**src/rtl/shift_step_pkg.sv**
```systemverilog
// Shared types and operation codes for the shift register front-end and its
// downstream shift register block.
package shift_step_pkg;

  typedef enum logic [2:0] {
    IDLE     = 3'd0,
    LOAD     = 3'd1,
    FIRE     = 3'd2,
    HOLD     = 3'd3,
    REPEAT   = 3'd4,
    WAIT_REL = 3'd5
  } state_e;

  localparam logic [2:0] OP_CLR  = 3'd0;
  localparam logic [2:0] OP_LOAD = 3'd1;
  localparam logic [2:0] OP_LSR  = 3'd2;
  localparam logic [2:0] OP_LSL  = 3'd3;
  localparam logic [2:0] OP_ASR  = 3'd4;
  localparam logic [2:0] OP_SIN  = 3'd5;
  localparam logic [2:0] OP_ROR  = 3'd6;
  localparam logic [2:0] OP_ROL  = 3'd7;

endpackage

```
**src/rtl/btn_debounce.sv**
```systemverilog
// Two-flop synchroniser followed by a stability counter: db follows the
// synchronised button only after DEBOUNCE_CYCLES consecutive differing samples.
module btn_debounce #(
  parameter int DEBOUNCE_CYCLES = 500000,
  parameter int CNT_W           = 25
) (
  input  logic clk,
  input  logic clrn,
  input  logic btn_raw,
  output logic db
);

  localparam logic [CNT_W-1:0] DB_LAST = CNT_W'(DEBOUNCE_CYCLES - 1);

  logic [1:0]       sync_reg;
  logic             db_reg;
  logic [CNT_W-1:0] cnt_reg;
  logic             s;

  assign s  = sync_reg[1];
  assign db = db_reg;

  always_ff @(posedge clk or negedge clrn) begin
    if (!clrn) begin
      sync_reg <= 2'b00;
    end else begin
      sync_reg <= {sync_reg[0], btn_raw};
    end
  end

  // Any sample agreeing with db restarts the count, so short glitches never land.
  always_ff @(posedge clk or negedge clrn) begin
    if (!clrn) begin
      db_reg  <= 1'b0;
      cnt_reg <= '0;
    end else if (s == db_reg) begin
      cnt_reg <= '0;
    end else if (cnt_reg == DB_LAST) begin
      db_reg  <= s;
      cnt_reg <= '0;
    end else begin
      cnt_reg <= cnt_reg + CNT_W'(1);
    end
  end

endmodule

```
**src/rtl/shift_step_ctrl.sv**
```systemverilog
// Button-driven step generator: latches op code/data on each press and emits
// one-cycle step pulses, with optional auto-repeat while the button is held.
module shift_step_ctrl
  import shift_step_pkg::*;
#(
  parameter int DEBOUNCE_CYCLES = 500000,
  parameter int REPEAT_DELAY    = 25000000,
  parameter int REPEAT_PERIOD   = 5000000,
  parameter int CNT_W           = 25
) (
  input  logic       clk,
  input  logic       clrn,
  input  logic       btn_raw,
  input  logic       auto_en,
  input  logic [2:0] sw_ctrl,
  input  logic [7:0] sw_data,
  output logic       step,
  output logic [2:0] ctrl_out,
  output logic [7:0] data_out,
  output logic [7:0] step_cnt
);

  localparam logic [CNT_W-1:0] DELAY_LAST  = CNT_W'(REPEAT_DELAY - 1);
  localparam logic [CNT_W-1:0] PERIOD_LAST = CNT_W'(REPEAT_PERIOD - 1);

  logic             db;
  state_e           state_reg, state_next;
  logic [CNT_W-1:0] timer_reg, timer_next;
  logic             first_reg;
  logic [2:0]       ctrl_reg;
  logic [7:0]       data_reg;
  logic [7:0]       cnt_reg;

  btn_debounce #(
    .DEBOUNCE_CYCLES(DEBOUNCE_CYCLES),
    .CNT_W          (CNT_W)
  ) u_debounce (
    .clk    (clk),
    .clrn   (clrn),
    .btn_raw(btn_raw),
    .db     (db)
  );

  // Release is tested first everywhere so it beats both timer expiry and auto_en.
  always_comb begin
    state_next = state_reg;
    case (state_reg)
      IDLE:     if (db) state_next = LOAD;
      LOAD:     state_next = FIRE;
      FIRE: begin
        if (!db)                       state_next = IDLE;
        else if (auto_en && first_reg) state_next = HOLD;
        else if (auto_en)              state_next = REPEAT;
        else                           state_next = WAIT_REL;
      end
      HOLD: begin
        if (!db)                          state_next = IDLE;
        else if (!auto_en)                state_next = WAIT_REL;
        else if (timer_reg == DELAY_LAST) state_next = FIRE;
      end
      REPEAT: begin
        if (!db)                           state_next = IDLE;
        else if (!auto_en)                 state_next = WAIT_REL;
        else if (timer_reg == PERIOD_LAST) state_next = FIRE;
      end
      WAIT_REL: if (!db) state_next = IDLE;
      default:  state_next = IDLE;
    endcase
  end

  always_comb begin
    timer_next = '0;
    if (state_next == state_reg && (state_reg == HOLD || state_reg == REPEAT)) begin
      timer_next = timer_reg + CNT_W'(1);
    end
  end

  always_ff @(posedge clk or negedge clrn) begin
    if (!clrn) begin
      state_reg <= IDLE;
      timer_reg <= '0;
      first_reg <= 1'b0;
      ctrl_reg  <= 3'd0;
      data_reg  <= 8'd0;
      cnt_reg   <= 8'd0;
    end else begin
      state_reg <= state_next;
      timer_reg <= timer_next;
      // first_reg marks the FIRE that directly follows a press, selecting HOLD over REPEAT.
      if (state_reg == LOAD) begin
        ctrl_reg  <= sw_ctrl;
        data_reg  <= sw_data;
        first_reg <= 1'b1;
      end
      if (state_reg == FIRE) begin
        first_reg <= 1'b0;
        cnt_reg   <= cnt_reg + 8'd1;
      end
    end
  end

  assign step     = (state_reg == FIRE);
  assign ctrl_out = ctrl_reg;
  assign data_out = data_reg;
  assign step_cnt = cnt_reg;

endmodule

```
**config.mk**
```make
export PLATFORM = sky130hd
export DESIGN_NAME = shift_step_ctrl
export DESIGN_NICKNAME = d
export VERILOG_FILES = /design/src/rtl/shift_step_pkg.sv /design/src/rtl/btn_debounce.sv /design/src/rtl/shift_step_ctrl.sv
export SDC_FILE = /design/constraint.sdc
export NUM_CORES = 1
export LEC_CHECK = 0
export ABC_AREA = 1
export CORE_MARGIN = 10
export CORE_UTILIZATION = 53
export CTS_BUF_LIST = sky130_fd_sc_hd__clkbuf_16
export CTS_CLUSTER_SIZE = 8
export DETAILED_ROUTE_END_ITERATION = 6
export GPL_TIMING_DRIVEN = 0
export PLACE_DENSITY = 0.8
export SLEW_MARGIN = 20
export SYNTH_ARGS = -nofsm -noshare
export SYNTH_HDL_FRONTEND = slang
export SYNTH_SLANG_ARGS = --single-unit
```
**constraint.sdc**
```tcl
create_clock -name clk -period 2.6 [get_ports clk]
set_clock_uncertainty 0.05 [all_clocks]
set_input_delay 0.26 -clock clk [delete_from_list [all_inputs] [get_ports clk]]
set_output_delay 0.26 -clock clk [all_outputs]
set_load 0.01 [all_outputs]
```
After elaboration in Yosys (flattened, before gate mapping)
Cells that the tools add are included.
{"block": "word_totals", "reg_bits": 76, "latchBits": 0, "mem_bits_rw": 0, "rom_bits": 0, "input_bits": 15, "output_inout_bits": 20, "wordCells": 46, "mem_count": 0}
{"block": "classes", "addsub": 3, "n_mul": 0, "n_div": 0, "n_lt_le_gt_ge": 0, "n_eq_ne": 10, "shifts": 0, "n_mux": 17, "bitwise": 1, "n_reduce_logical": 6}
{"cell": "$mux 25", "n": 3}
{"cell": "$add 25x1->25 const B", "n": 2}
{"cell": "$mux 3", "n": 10}
{"cell": "$eq 25x19->1 const B", "n": 1}
{"cell": "$eq 25x23->1 const B", "n": 1}
{"cell": "$eq 25x25->1 const B", "n": 1}
{"cell": "$pmux 3 s6", "n": 1}
{"cell": "$add 8x1->8 const B", "n": 1}
{"cell": "$eq 3x2->1 const B", "n": 2}
{"cell": "$eq 3x3->1 const B", "n": 2}
{"cell": "$eq 3x1->1 const B", "n": 1}
{"cell": "$eq 3x3->1", "n": 1}
{"cell": "$logic_not 3->1", "n": 1}
{"cell": "$mux 1", "n": 3}
{"cell": "$logic_and 1x1->1", "n": 2}
{"cell": "$reduce_and 2->1", "n": 1}
{"cell": "$reduce_bool 2->1", "n": 1}
{"cell": "$eq 1x1->1", "n": 1}
{"cell": "$logic_or 1x1->1", "n": 1}
{"cell": "$not 1->1", "n": 1}

Logic depth before layout (Yosys ltp)
{"block": "depth", "depth_word": 8, "depth_mapped": 15}

Hierarchy
From an unflattened synthesis, not the netlist that was laid out.
{"block": "hier_totals", "cells_unflattened": 528, "area_unflattened_um2": 4355.4}
{"module": "shift_step_ctrl", "n_inst": 1, "cells_each": 311, "area_per_inst_um2": 2758.9, "seq_area_each_um2": 1201.2}
{"module": "btn_debounce", "n_inst": 1, "cells_each": 217, "area_per_inst_um2": 1596.5, "seq_area_each_um2": 700.7}

Worst setup path before layout
No wires, ideal clock.
{"block": "synth_path", "path_kind": "flip-flop to flip-flop", "from": "reg timer_reg[0]", "to": "reg timer_reg[13]", "setup_ns": 0.126, "t_arrival_ns": 1.644, "slack_ns": 0.780, "path_stages_with_launch": 14, "cell_sequence": "dfrtp_1 > ha_1 > nand2_2 > nor2_4 > nand2_1 > nor2_1 > nand2_1 > o21ai_0 > nand2_1 > nand2_1 > nand3_1 > nand3_4 > buf_6 > nor3_2"}
{"block": "synth_between", "elab_chain_len": 8, "elab_cells_between_ends": 13}
{"element": "start: declaration", "line_no": "shift_step_ctrl.sv:28", "source": "logic [CNT_W-1:0] timer_reg, timer_next;"}
{"element": "start signal: assignment", "line_no": "shift_step_ctrl.sv:88", "source": "timer_reg <= timer_next;"}
{"element": "$eq 25x23->1 or $eq 25x25->1 (tied branches)", "line_no": "shift_step_ctrl.sv:64, shift_step_ctrl.sv:59"}
{"element": "$mux 3, on equally long branches", "line_no": "shift_step_ctrl.sv:64, shift_step_ctrl.sv:59"}
{"element": "$mux 3, on equally long branches", "line_no": "shift_step_ctrl.sv:63, shift_step_ctrl.sv:58"}
{"element": "$mux 3, on equally long branches", "line_no": "shift_step_ctrl.sv:62, shift_step_ctrl.sv:57"}
{"element": "$pmux 3 s6", "line_no": "shift_step_ctrl.sv:47", "source": "case (state_reg)"}
{"element": "$eq 3x3->1", "line_no": "shift_step_ctrl.sv:73", "source": "if (state_next == state_reg && (state_reg == HOLD || state_reg == REPEAT)) begin"}
{"element": "$logic_and 1x1->1", "line_no": "shift_step_ctrl.sv:73"}
{"element": "$mux 25 *", "line_no": "shift_step_ctrl.sv:73"}
{"element": "via timer_next[13]", "line_no": "shift_step_ctrl.sv:28"}
Mark *: on every way through the listed nets, which the timed path passes. The rest lies on a longest branch.
A chain may end at the register's enable or synchronous reset.

Worst setup path in the final report
{"block": "layout_path", "from": "reg state_reg[0]", "to": "out step"}
{"block": "layout_between", "elab_chain_len": 1}
{"element": "start: declaration", "line_no": "shift_step_ctrl.sv:27", "source": "state_e state_reg, state_next;"}
{"element": "start signal: assignment", "line_no": "shift_step_ctrl.sv:87", "source": "state_reg <= state_next;"}
{"element": "$eq 3x2->1", "line_no": "shift_step_ctrl.sv:102", "source": "assign step = (state_reg == FIRE);"}
{"element": "end: declaration", "line_no": "shift_step_ctrl.sv:17", "source": "output logic step,"}
No other way between the ends.

==> flow_summary.ini <==
[worst_setup_path]
cp_top_family = buffers and inverters
path_depth = 4
required_ps = 2290
cp.arrival_ps = 1830
crit_path_start_kind = register
r2r_cells = 15
reg2reg_from = timer_reg[0]
critical_path.endpoint = step
crit_fanout = 6
rrSetupSlack_ps = 480
worstSetupPathType = reg -> out
cpMaxStageDelayCell = clkdlybuf4s50_1
path_cells = nor2_1 > nand2_1 > inv_1 > clkdlybuf4s50_1
timing.rr.end = timer_reg[13]
slowest_delay_ps = 580
end_kind = output pin
crit_start = state_reg[0]
path_buf_inv = 2

[worst_hold_path]
min_path_type = reg -> reg
whs_path_depth = 0

[clock_tree]
post_cts.repair.setup_buffers = 0
cts_resized = 0
cts_hold_buf = 1
cts_sinks = 76
numCtsBuffers = 9
clkTransAtPathRegs_ps = 50
cts_root_buf = clkbuf_16
cts_tree = done
clock_path_buffers = 2
clk-insertion-delay-late_ps = 330
cts-htree-levels = 3

[timing]
clock.fmax_ghz = 0.4671
hold_viol = 0
period_share_pct = 82.34
rsz0062_at_grt = false
slew_violations = 0
finalSetupViolCount = 0
relSlewSlack_pct = 71.85
finalCriticalPeriod_ps = 2141
tightest_slew_ps = 421.2

[yosys]
syn_inst = 475
synth_top_cell_by_area = dfrtp_1
netlist_area_sq_um = 4135
ys_warn_count = 0
ys_types = 31
syn_avg_cell_area_sq_um = 8.706
synth-seq-cells = 76
synth.area.top_cells = dfrtp_1 (46%), nand2_1 (7.8%), nor3_2 (5.8%)
syn_nets = 493
yosysSeqAreaShare_pct = 45.99
synth_top_area_share_pct = 45.99

[die]
rows = 32
core_sq_um = 7647
pin_count = 35
die_area_sq_um = 11740
initial_core_util_pct = 54.07
die_h_um = 108.3
die_w_um = 108.3

[drt]
drt_first_pass_iters = 4
via_count = 3262
wl_per_cell_um = 13.97
route.detailed.drc = 0
drtIter0Drc = 158
ant_nets = 0
via_per_inst = 5.186
routed_wl_um = 8784

[grt]
gr-usage-all-layers_pct = 15.97
overflow = 0
grt_pass1_wl_um = 15450
grt_max_degree = 53
grt_pass1_vias = 3445
antenna_found_initial = 0

[power_and_ir_drop]
p_switching_mw = 0.5328
internal-power_mw = 1.985
sw_frac_of_total_pct = 21.16
clock_power_share_pct = 48.2
p_seq_share_pct = 47.9
power_density_nw_per_um2 = 510.7
comb_power_share_pct = 4.0
power.leakage_nw = 2.082
peakVddDrop_mv = 0.3641

[status]
status = finished clean

[placement]
dp_hpwl_um = 6490
dp.cells = 612
io_buffers = 34
gp_congestion = 0.9261

[final_layout]
num_antenna_cells = 0
drive_above_1_share_pct = 14.80
final_util_pct = 64.48
fin_nets = 540
layout.cells.non_filler = 629
syn_to_final_growth_pct = 19.24

[flow_run]
maxCapViolCount = 0
-- synthesized netlist by cell type --
cell	count
nand2_1	86
dfrtp_1	76
inv_1	61
nor2_1	52
nand3_1	26
xor2_1	26
nor3_1	24
nor3_2	24
nand4_1	14
mux2_2	12
o21ai_0	12
a21oi_1	11
nor4_1	7
xnor2_1	7
inv_2	5
nand2_2	5
buf_6	4
ha_1	3
a31oi_1	2
buf_2	2
nand3_2	2
nand3_4	2
nor2_2	2
nor2_4	2
nor3b_1	2
a211oi_1	1
and2_1	1
nand3b_4	1
nor3_4	1
o21a_1	1
o31ai_1	1
-- metal layers --
layer  global-route usage (%)  vias to the layer above  wire length, um  part of all wire (%)
li1                         -                     1647                -                     -
met1                    19.98                     1560             4034                    46
met2                    26.72                       42             4350                    50
met3                    3.093                       13              252                   2.9
met4                    6.121                        0              146                   1.7
met5                        0                        -                0                     0
-- placed cells by master, fill, tap and decap left out, types with 2 or more instances in the layout --
cell             count
xnor2_1              7
buf_2                2
a31oi_1              2
inv_1               62
nor3b_1              2
nand3_4              2
nor3_1              24
nor2_2               2
clkbuf_16            9
dfrtp_1             76
clkdlybuf4s50_1     33
xor2_1              26
nand3_1             26
mux2_2              12
buf_6                4
nand4_1             14
nor3_2              24
nor4_1               7
nand2_2              5
ha_1                 3
a21oi_1             11
inv_2                5
nor2_4               2
nand3_2              2
o21ai_0             12
nor2_1              52
nand2_1             86
-- power by group through the flow --
stage | clock network [mW] | logic [mW] | registers [mW]
final | 1.21 | 0.0999 | 1.21
after global routing | 1.29 | 0.111 | 1.21
after CTS | 1.24 | 0.104 | 1.21
after detailed placement | 0 | 0.102 | 1.23
after global placement | 0 | 0.0932 | 1.23
after floorplan | 0 | 0.0214 | 1.23
-- layout make-up --
class	instances	area, sq um
clock buffers	9	225.2
inverters	66	247.7
clock inverters	7	67.56
flip-flops and latches	76	1902
plain buffers	6	55.05
multi-input cells	327	1931
repair buffers	36	375.4
fillers	628	2716
well taps	102	127.6
-- stage by stage --
step | setup slack [ps] | setup TNS [ps] | area [sq um] | total power [mW] | hold slack [ps]
2_1_floorplan | 780.0 | 0 | 4135 | 1.251 | -85.59
3_3_place_gp | -1370 | -103730 | 4603 | 1.319 | 282.6
3_5_place_dp | 376.0 | 0 | 4628 | 1.328 | 157.7
4_1_cts | 442.4 | 0 | 4931 | 2.550 | 312.3
5_1_grt | 234.1 | 0 | 4931 | 2.603 | 312.3
6_report | 459.1 | 0 | 4931 | 2.518 | 311.0
-- cell families (layout without fill, tap and decap cells) --
kind of cell / after synthesis / in the layout / synth area share (%)
and+or+nand+nor: 251 / 251 / 31.89
AOI/OAI and AO/OA: 28 / 28 / 3.631
xor gates and xnor gates: 33 / 33 / 6.989
buffers and inverters: 72 / 124 / 7.322
DFF: 76 / 76 / 45.99
adders and majority gates: 3 / 3 / 0.9078
muxes: 12 / 12 / 3.268
-- worst min-delay path by stage --
stage                                   endpoint  slack [ps]                   start
after CTS                 u_debounce.sync_reg[1]         310  u_debounce.sync_reg[0]
after global placement    u_debounce.sync_reg[1]         280  u_debounce.sync_reg[0]
after floorplan                      ctrl_out[0]         -90                    clrn
final                     u_debounce.sync_reg[1]         310  u_debounce.sync_reg[0]
after global routing      u_debounce.sync_reg[1]         310  u_debounce.sync_reg[0]
after detailed placement           timer_reg[11]         160                    clrn
Power figures use the tool's default switching activity.
